### config.mk
export PLATFORM = sky130hd
export DESIGN_NAME = ddr4_cmd_decoder
export DESIGN_NICKNAME = d
export VERILOG_FILES = /design/src/rtl/ddr4_cmd_decoder.sv
export SDC_FILE = /design/constraint.sdc
export NUM_CORES = 1
export LEC_CHECK = 0
export BUFFER_PORTS_ARGS = -buffer_cell sky130_fd_sc_hd__buf_4
export CELL_PAD_IN_SITES_DETAIL_PLACEMENT = 1
export CELL_PAD_IN_SITES_GLOBAL_PLACEMENT = 2
export CORE_ASPECT_RATIO = 0.6
export CORE_MARGIN = 3
export CORE_UTILIZATION = 30
export DETAILED_ROUTE_END_ITERATION = 12
export PLACE_DENSITY_LB_ADDON = 0.1
export SYNTH_ARGS = -nofsm -noshare
export SYNTH_HDL_FRONTEND = slang
export SYNTH_SLANG_ARGS = --single-unit
### constraint.sdc
create_clock -name clk -period 2.76 [get_ports clk]
set_input_delay 0.69 -clock clk [delete_from_list [all_inputs] [get_ports clk]]
set_output_delay 0.69 -clock clk [all_outputs]
set_load 0.05 [all_outputs]
### src/rtl/ddr4_cmd_decoder.sv
`default_nettype none
// ============================================================================
// ddr4_cmd_decoder : DDR4 pin decoder producing registered command pulses,
//                    CKE power-mode tracking and illegal-encoding counting.
// Revision 1.0
// ============================================================================
module ddr4_cmd_decoder #(
  parameter int BGWIDTH = 2,
  parameter int BAWIDTH = 2,
  parameter int ERRW    = 8
) (
  input  logic                                    clk,
  input  logic                                    reset_n,
  input  logic                                    cke,
  input  logic                                    cs_n,
  input  logic                                    act_n,
  input  logic                                    ras_n,
  input  logic                                    cas_n,
  input  logic                                    we_n,
  input  logic                                    a10,
  input  logic [((BGWIDTH == 0) ? 1 : BGWIDTH)-1:0] bg,
  input  logic [BAWIDTH-1:0]                      ba,
  output logic                                    ACT,
  output logic                                    PR,
  output logic                                    PRA,
  output logic                                    RD,
  output logic                                    RDA,
  output logic                                    WR,
  output logic                                    WRA,
  output logic                                    REF,
  output logic                                    MRW,
  output logic                                    SRF,
  output logic                                    SRX,
  output logic                                    PD,
  output logic                                    PDX,
  output logic                                    CKEH,
  output logic                                    CKEL,
  output logic [((BGWIDTH == 0) ? 1 : BGWIDTH)-1:0] bg_o,
  output logic [BAWIDTH-1:0]                      ba_o,
  output logic [1:0]                              mode,
  output logic                                    illegal,
  output logic [ERRW-1:0]                         err_cnt
);

  localparam int BGW = (BGWIDTH == 0) ? 1 : BGWIDTH;

  localparam int P_ACT  = 0;
  localparam int P_PR   = 1;
  localparam int P_PRA  = 2;
  localparam int P_RD   = 3;
  localparam int P_RDA  = 4;
  localparam int P_WR   = 5;
  localparam int P_WRA  = 6;
  localparam int P_REF  = 7;
  localparam int P_MRW  = 8;
  localparam int P_SRF  = 9;
  localparam int P_SRX  = 10;
  localparam int P_PD   = 11;
  localparam int P_PDX  = 12;
  localparam int P_CKEH = 13;
  localparam int P_CKEL = 14;
  localparam int NP     = 15;

  typedef enum logic [1:0] {
    MODE_NORMAL = 2'd0,
    MODE_PDOWN  = 2'd1,
    MODE_SREF   = 2'd2
  } mode_e;

  mode_e             mode_q, mode_d;
  logic              cke_q, cke_d;
  logic [NP-1:0]     pulse_q, pulse_d;
  logic              illegal_q, illegal_d;
  logic [ERRW-1:0]   err_cnt_q, err_cnt_d;
  logic [BGW-1:0]    bg_q, bg_d;
  logic [BAWIDTH-1:0] ba_q, ba_d;

  logic [2:0] rcw;
  logic       is_idle;
  logic       is_ref;

  assign rcw     = {ras_n, cas_n, we_n};
  assign is_idle = cs_n || (act_n && (rcw == 3'b111));
  assign is_ref  = !cs_n && act_n && (rcw == 3'b001);

  // Bank-group pins carry no meaning without bank groups.
  if (BGWIDTH > 0) begin : g_bg
    assign bg_d = bg;
  end else begin : g_no_bg
    assign bg_d = '0;
  end

  assign ba_d = ba;

  always_comb begin
    pulse_d   = '0;
    illegal_d = 1'b0;
    mode_d    = mode_q;
    cke_d     = cke;

    pulse_d[P_CKEH] = !cke_q && cke;
    pulse_d[P_CKEL] = cke_q && !cke;

    if (cke_q && cke) begin
      if ((mode_q == MODE_NORMAL) && !cs_n) begin
        if (!act_n) begin
          pulse_d[P_ACT] = 1'b1;
        end else begin
          case (rcw)
            3'b000:  pulse_d[P_MRW] = 1'b1;
            3'b001:  pulse_d[P_REF] = 1'b1;
            3'b010:  pulse_d[a10 ? P_PRA : P_PR] = 1'b1;
            3'b100:  pulse_d[a10 ? P_WRA : P_WR] = 1'b1;
            3'b101:  pulse_d[a10 ? P_RDA : P_RD] = 1'b1;
            3'b011:  illegal_d = 1'b1;
            default: ;
          endcase
        end
      end
    end else if (cke_q && !cke) begin
      if (mode_q == MODE_NORMAL) begin
        if (is_ref) begin
          pulse_d[P_SRF] = 1'b1;
          mode_d         = MODE_SREF;
        end else begin
          // Anything but DES/NOP on entry is dropped and flagged.
          pulse_d[P_PD]  = 1'b1;
          mode_d         = MODE_PDOWN;
          illegal_d      = !is_idle;
        end
      end
    end else if (!cke_q && cke) begin
      pulse_d[P_PDX] = (mode_q == MODE_PDOWN);
      pulse_d[P_SRX] = (mode_q == MODE_SREF);
      mode_d         = MODE_NORMAL;
      illegal_d      = !is_idle;
    end

    err_cnt_d = err_cnt_q;
    if (illegal_d && (err_cnt_q != {ERRW{1'b1}})) begin
      err_cnt_d = err_cnt_q + {{(ERRW-1){1'b0}}, 1'b1};
    end
  end

  always_ff @(posedge clk or negedge reset_n) begin
    if (!reset_n) begin
      cke_q     <= 1'b1;
      mode_q    <= MODE_NORMAL;
      pulse_q   <= '0;
      illegal_q <= 1'b0;
      err_cnt_q <= '0;
      bg_q      <= '0;
      ba_q      <= '0;
    end else begin
      cke_q     <= cke_d;
      mode_q    <= mode_d;
      pulse_q   <= pulse_d;
      illegal_q <= illegal_d;
      err_cnt_q <= err_cnt_d;
      bg_q      <= bg_d;
      ba_q      <= ba_d;
    end
  end

  assign ACT     = pulse_q[P_ACT];
  assign PR      = pulse_q[P_PR];
  assign PRA     = pulse_q[P_PRA];
  assign RD      = pulse_q[P_RD];
  assign RDA     = pulse_q[P_RDA];
  assign WR      = pulse_q[P_WR];
  assign WRA     = pulse_q[P_WRA];
  assign REF     = pulse_q[P_REF];
  assign MRW     = pulse_q[P_MRW];
  assign SRF     = pulse_q[P_SRF];
  assign SRX     = pulse_q[P_SRX];
  assign PD      = pulse_q[P_PD];
  assign PDX     = pulse_q[P_PDX];
  assign CKEH    = pulse_q[P_CKEH];
  assign CKEL    = pulse_q[P_CKEL];
  assign bg_o    = bg_q;
  assign ba_o    = ba_q;
  assign mode    = mode_q;
  assign illegal = illegal_q;
  assign err_cnt = err_cnt_q;

endmodule
`default_nettype wire

# Word-level counts from Yosys, hierarchy flattened
# Index checks and enable logic that the tools add are counted.
# W data, S select, Z words.
[classes] addsub=1 magnitude_cmp=6 eq_ne=10 muxes=41 bitwise=4 reduce_logical=20
[ops] operator="$or A15 B15 Y15" n=3
[ops] operator="$mux W1" n=22
[ops] operator="$pmux W7 S3" n=1
[ops] operator="$pmux W6 S3" n=1
[ops] operator="$mux W15" n=1
[ops] operator="$mux W14" n=1
[ops] operator="$mux W2" n=7
[ops] operator="$demux W1 S4" n=3
[ops] operator="$logic_and A1 B1 Y1" n=11
[ops] operator="$lt A3 B5 Y1 const B" n=2
[ops] operator="$eq A3 B3 Y1 const B" n=3
[ops] operator="$mux W9" n=1
[ops] operator="$add A8 B1 Y8 const B" n=1
[ops] operator="$ne A8 B8 Y1 const B" n=1
[ops] operator="$pmux W1 S4" n=2
[ops] operator="$eq A3 B2 Y1 const B" n=2
[ops] operator="$ge A3 B1 Y1 const B" n=2
[ops] operator="$lt A2 B5 Y1 const B" n=1
[ops] operator="$logic_not A1 Y1" n=4
[ops] operator="$mux W4" n=1
[ops] operator="$eq A3 B1 Y1 const B" n=1
[ops] operator="$logic_not A3 Y1" n=1
[ops] operator="$mux W3" n=1
[ops] operator="$reduce_and A3 Y1" n=1
[ops] operator="other kinds (8)" n=8
[totals] register_bits=31 inputBits=13 output_inout_bits=30 word_cells=89

# Depth between registers and ports, before layout
[depth] ltp_word=10 mapped_depth=7 ltp_nobuf=7

# Least setup slack after synthesis
# Ideal clock, no wire load.
[synth_timing] kind="input to register" start="input port cke" end="register err_cnt_q[1] (netlist: err_cnt[1])" setup_ns=0.127 arrival_time_ns=2.013 required_ns=2.633 slack_ns=0.619 cell_stages=7 n_path_buf=0 path_cell_list="inv_1 > ha_1 > o21ba_2 > nand4b_1 > o22ai_4 > and2_2 > mux2_1"
[synth_via] elab_chain_len=5 word_cells_on_any_way=8 classes_between="mux: 3; reduce/logical: 5"
[synth_lines] item="start, declared" line_no="14" text="input logic cke,"
[synth_lines] item="$logic_and A1 B1 Y1 / $logic_not A1 Y1 (equally long branches)" line_no="132, 120"
[synth_lines] item="$mux W1 / $logic_and A1 B1 Y1 (equally long branches)" line_no="132, 120"
[synth_lines] item="$mux W1" line_no="120" text="end else if (cke_q && !cke) begin"
[synth_lines] item="$mux W1 *" line_no="104" text="if (cke_q && cke) begin"
[synth_lines] item="named net illegal_d" line_no="73" text="logic illegal_q, illegal_d;"
[synth_lines] item="$logic_and A1 B1 Y1 *" line_no="140" text="if (illegal_d && (err_cnt_q != {ERRW{1'b1}})) begin"
[synth_lines] item="end signal, assigned" line_no="159" text="err_cnt_q <= err_cnt_d;"
[synth_lines] item="end, declared" line_no="74" text="logic [ERRW-1:0] err_cnt_q, err_cnt_d;"
# Mark *: on every way through the listed nets, which the timed path passes. The rest lies on a longest branch.
# A chain may end at the register's enable or synchronous reset.

# Final worst setup path
# Same ends and word-level chain as after synthesis.

==> results by group <==
Synth
  – Mapped cell area: 0.00125 mm2
  – Syn_nets: 121
  – Syn avg cell area: 12.0 um2
  – Post-Syn Instances: 104
  – Synth warn: 0
  – Register area share after synthesis: 0.620
  – Flops & latches, synth: 31
  – Synth cell types: 30

Setup path
  – Crit Path Max Fanout: 10
  – Cell Chain, Critical Path: buf_4 -> inv_1 -> ha_1 -> o21ba_2 -> nand4b_1 -> o22ai_4 -> and2_2 -> mux2_1
  – Crit Path Class: in -> reg
  – CP max stage delay: 0.32 ns
  – Crit. End Element: flip-flop
  – Startpoint types: input port
  – WP data required: 2.93 ns
  – Worst R2R End: err_cnt[1]
  – CP arrival: 2.38 ns
  – Depth of the worst register-to-register path: 6
  – RR Startpoint: cke_q
  – R2R Setup Slk: 0.59 ns
  – Slowest CP cell: o22ai_4

Pwr
  – Pwr dens: 811 mW/mm2
  – Leak: 0.000854 uW
  – Worst vdd ir: 407 uV

Global routing
  – Total congestion overflow: 0
  – Antenna violations before repair: 0
  – First-pass GRT wire length: 5060 um
  – Total track usage: 0.135
  – Vias in the first global route: 965
  – Pin count of the biggest net entering global routing: 32

Final layout
  – Final net count: 170
  – Share of cells above drive strength 1: 0.377
  – Area growth syn-to-layout: 39.3%
  – Area of the multi-input gates: 453 um2
  – Layout Utilization: 0.456
  – Fillcell total: 422
  – Ant. Diodes: 0
  – Post-Layout Cell Count: 201
  – Register area: 777 um2

Place
  – Dpl hpwl: 2390 um
  – Dpl cells: 193
  – Port Buf Inserts: 42
  – Gpl congestion: 0.733

Floorplan
  – Chip height: 56.1 um
  – Initial cell density of the core: 0.327
  – Die W: 89.4 um
  – # rows: 17
  – Core Footprint: 0.00383 mm2
  – Num ports: 43
  – Die area: 0.00501 mm2

Clock network
  – Worst-Skew Late Latency: 0.28 ns
  – CTS Buffer Depth: 2
  – TritonCTS Buffers: 5
  – Hold_buf cts: 0
  – CTS tree: built
  – CTS sink cnt: 31
  – Post_cts resized: 0
  – Reg clk slew, reported paths: 0.07 ns
  – Post-CTS setup repair buffer count: 0
  – H-tree levels: 2
  – Root buf cell: clkbuf_8

Routing
  – Starting DRT DRC Count: 26
  – # DRC: 0
  – Post-Route WL: 3060 um
  – Routed vias: 961
  – Vias per cell: 4.78
  – Antenna-violating nets left: 0
  – Wirelength per Cell: 15.2 um
  – First-pass DRT Iterations: 4

Worst hold path
  – Worst hold path class: in -> async

Timing
  – Endpoints failing setup: 0
  – Hold Vio Cnt, Final: 0
  – Slew HR: 0.740
  – Final hold slack: 0.324 ns
  – RSZ-0062 raised after global routing: false
  – Post-layout min period: 2.21 ns
  – Final Max Slew Viols: 0
  – Crit share post-route: 0.801
  – Worst-Margin Slew: 0.390 ns
  – FMAX: 452 MHz
  – Worst Skew: 0.00854 ns
  – Setup TNS: 0 ns

Job
  – Maxcap violations: 0

Run status
  – Status: finished clean
==> worst max-delay path by stage <==
stage | slack (ns) | endpoint | cells after the start | start
floorplan | 0.62 | err_cnt[1] | 7 | cke
global placement | 0.35 | err_cnt[1] | 8 | cke
detailed placement | 0.25 | err_cnt[1] | 8 | cke
CTS | 0.56 | err_cnt[1] | 8 | cke
global route | 0.44 | err_cnt[1] | 8 | cke
finish | 0.55 | err_cnt[1] | 8 | cke
==> logic make-up after synthesis <==
family	Yosys count	synth area share
simple gates	48	0.218
flops	31	0.620
compound gates	9	0.0539
buf+inv	6	0.0180
mux	4	0.0360
fa+ha+maj	4	0.0400
xor+xnor	2	0.0140
==> metrics by stage <==
step / instance area [um2] / power (uW) / setup WS [ns]
4_1_cts: 1740 / 1430 / 0.560
2_1_floorplan: 1250 / 817 / 0.619
3_3_place_gp: 1630 / 957 / 0.349
5_1_grt: 1740 / 1490 / 0.442
3_5_place_dp: 1630 / 964 / 0.249
6_report: 1740 / 1410 / 0.549
==> sequential cells by signal, summed over array words and instances, names as in the netlist <==
signal and count:
pulse_q 15, err_cnt 8, ba_o 2, bg_o 2, mode 2, cke_q 1, illegal 1
==> metal layers <==
metal  vias up  global-route usage  share of wire
li1        458                   -              -
met1       468               0.188           0.49
met2        30               0.178           0.43
met3         5              0.0518          0.069
met4         0              0.0701          0.017
met5         -                   0              0
==> cell usage after synthesis <==
cell type	number	area, um2
mux2_1	3	33.8
nand3b_1	2	15.0
nor4_1	1	6.26
nand4_1	4	25.0
o21ba_2	1	10.0
nand2_1	8	30.0
and3b_4	1	12.5
o21ai_0	2	10.0
nand3_1	4	20.0
nor2_1	11	41.3
or3b_2	1	8.76
nor2b_1	2	12.5
inv_1	6	22.5
dfstp_2	1	26.3
ha_1	4	50.1
and4bb_1	1	12.5
and2_2	1	7.51
nor3_1	5	25.0
a21oi_1	3	15.0
and4_2	1	10.0
mux2_2	1	11.3
nor3b_1	2	15.0
or2b_1	1	7.51
xnor2_1	1	8.76
o22ai_4	1	20.0
dfrtp_1	30	751
nand4b_1	2	17.5
a31oi_1	2	12.5
or3_1	1	6.26
xor2_1	1	8.76
==> cell usage in the layout, fill, tap and decap left out, drive strengths merged, types with 3 or more instances in the layout <==
cell type,synthesis,layout
buf,0,42
dfrtp,30,30
nor2,11,11
nand2,8,8
inv,6,6
clkbuf,0,6
nor3,5,5
nand4,4,4
nand3,4,4
ha,4,4
mux2,4,4
a21oi,3,3
==> final cells by class <==
| cell class | count | area share |
|---|---|---|
| inverter | 6 | 0.0129 |
| clock inverter | 2 | 0.0201 |
| timing repair buffer | 42 | 0.181 |
| multi-input combinational | 67 | 0.260 |
| sequential | 31 | 0.445 |
| clock buffer | 6 | 0.0473 |
| tap | 47 | 0.0337 |
==> power by group <==
part / switching, uW / leakage (uW) / internal [uW]
Clock: 170 / 0.0000612 / 292
Sequential: 62.0 / 0.000407 / 504
Combinational: 266 / 0.000386 / 121
Total: 498 / 0.000854 / 916
==> worst max-delay path, delay by kind of cell <==
kind                       cells  cell delay [ns]
muxes                          1             0.32
adders and majority gates      1             0.28
AOI/OAI and AO/OA              2             0.50
buffers and inverters          2             0.18
and+or+nand+nor                2             0.41
Power figures use the tool's default switching activity.
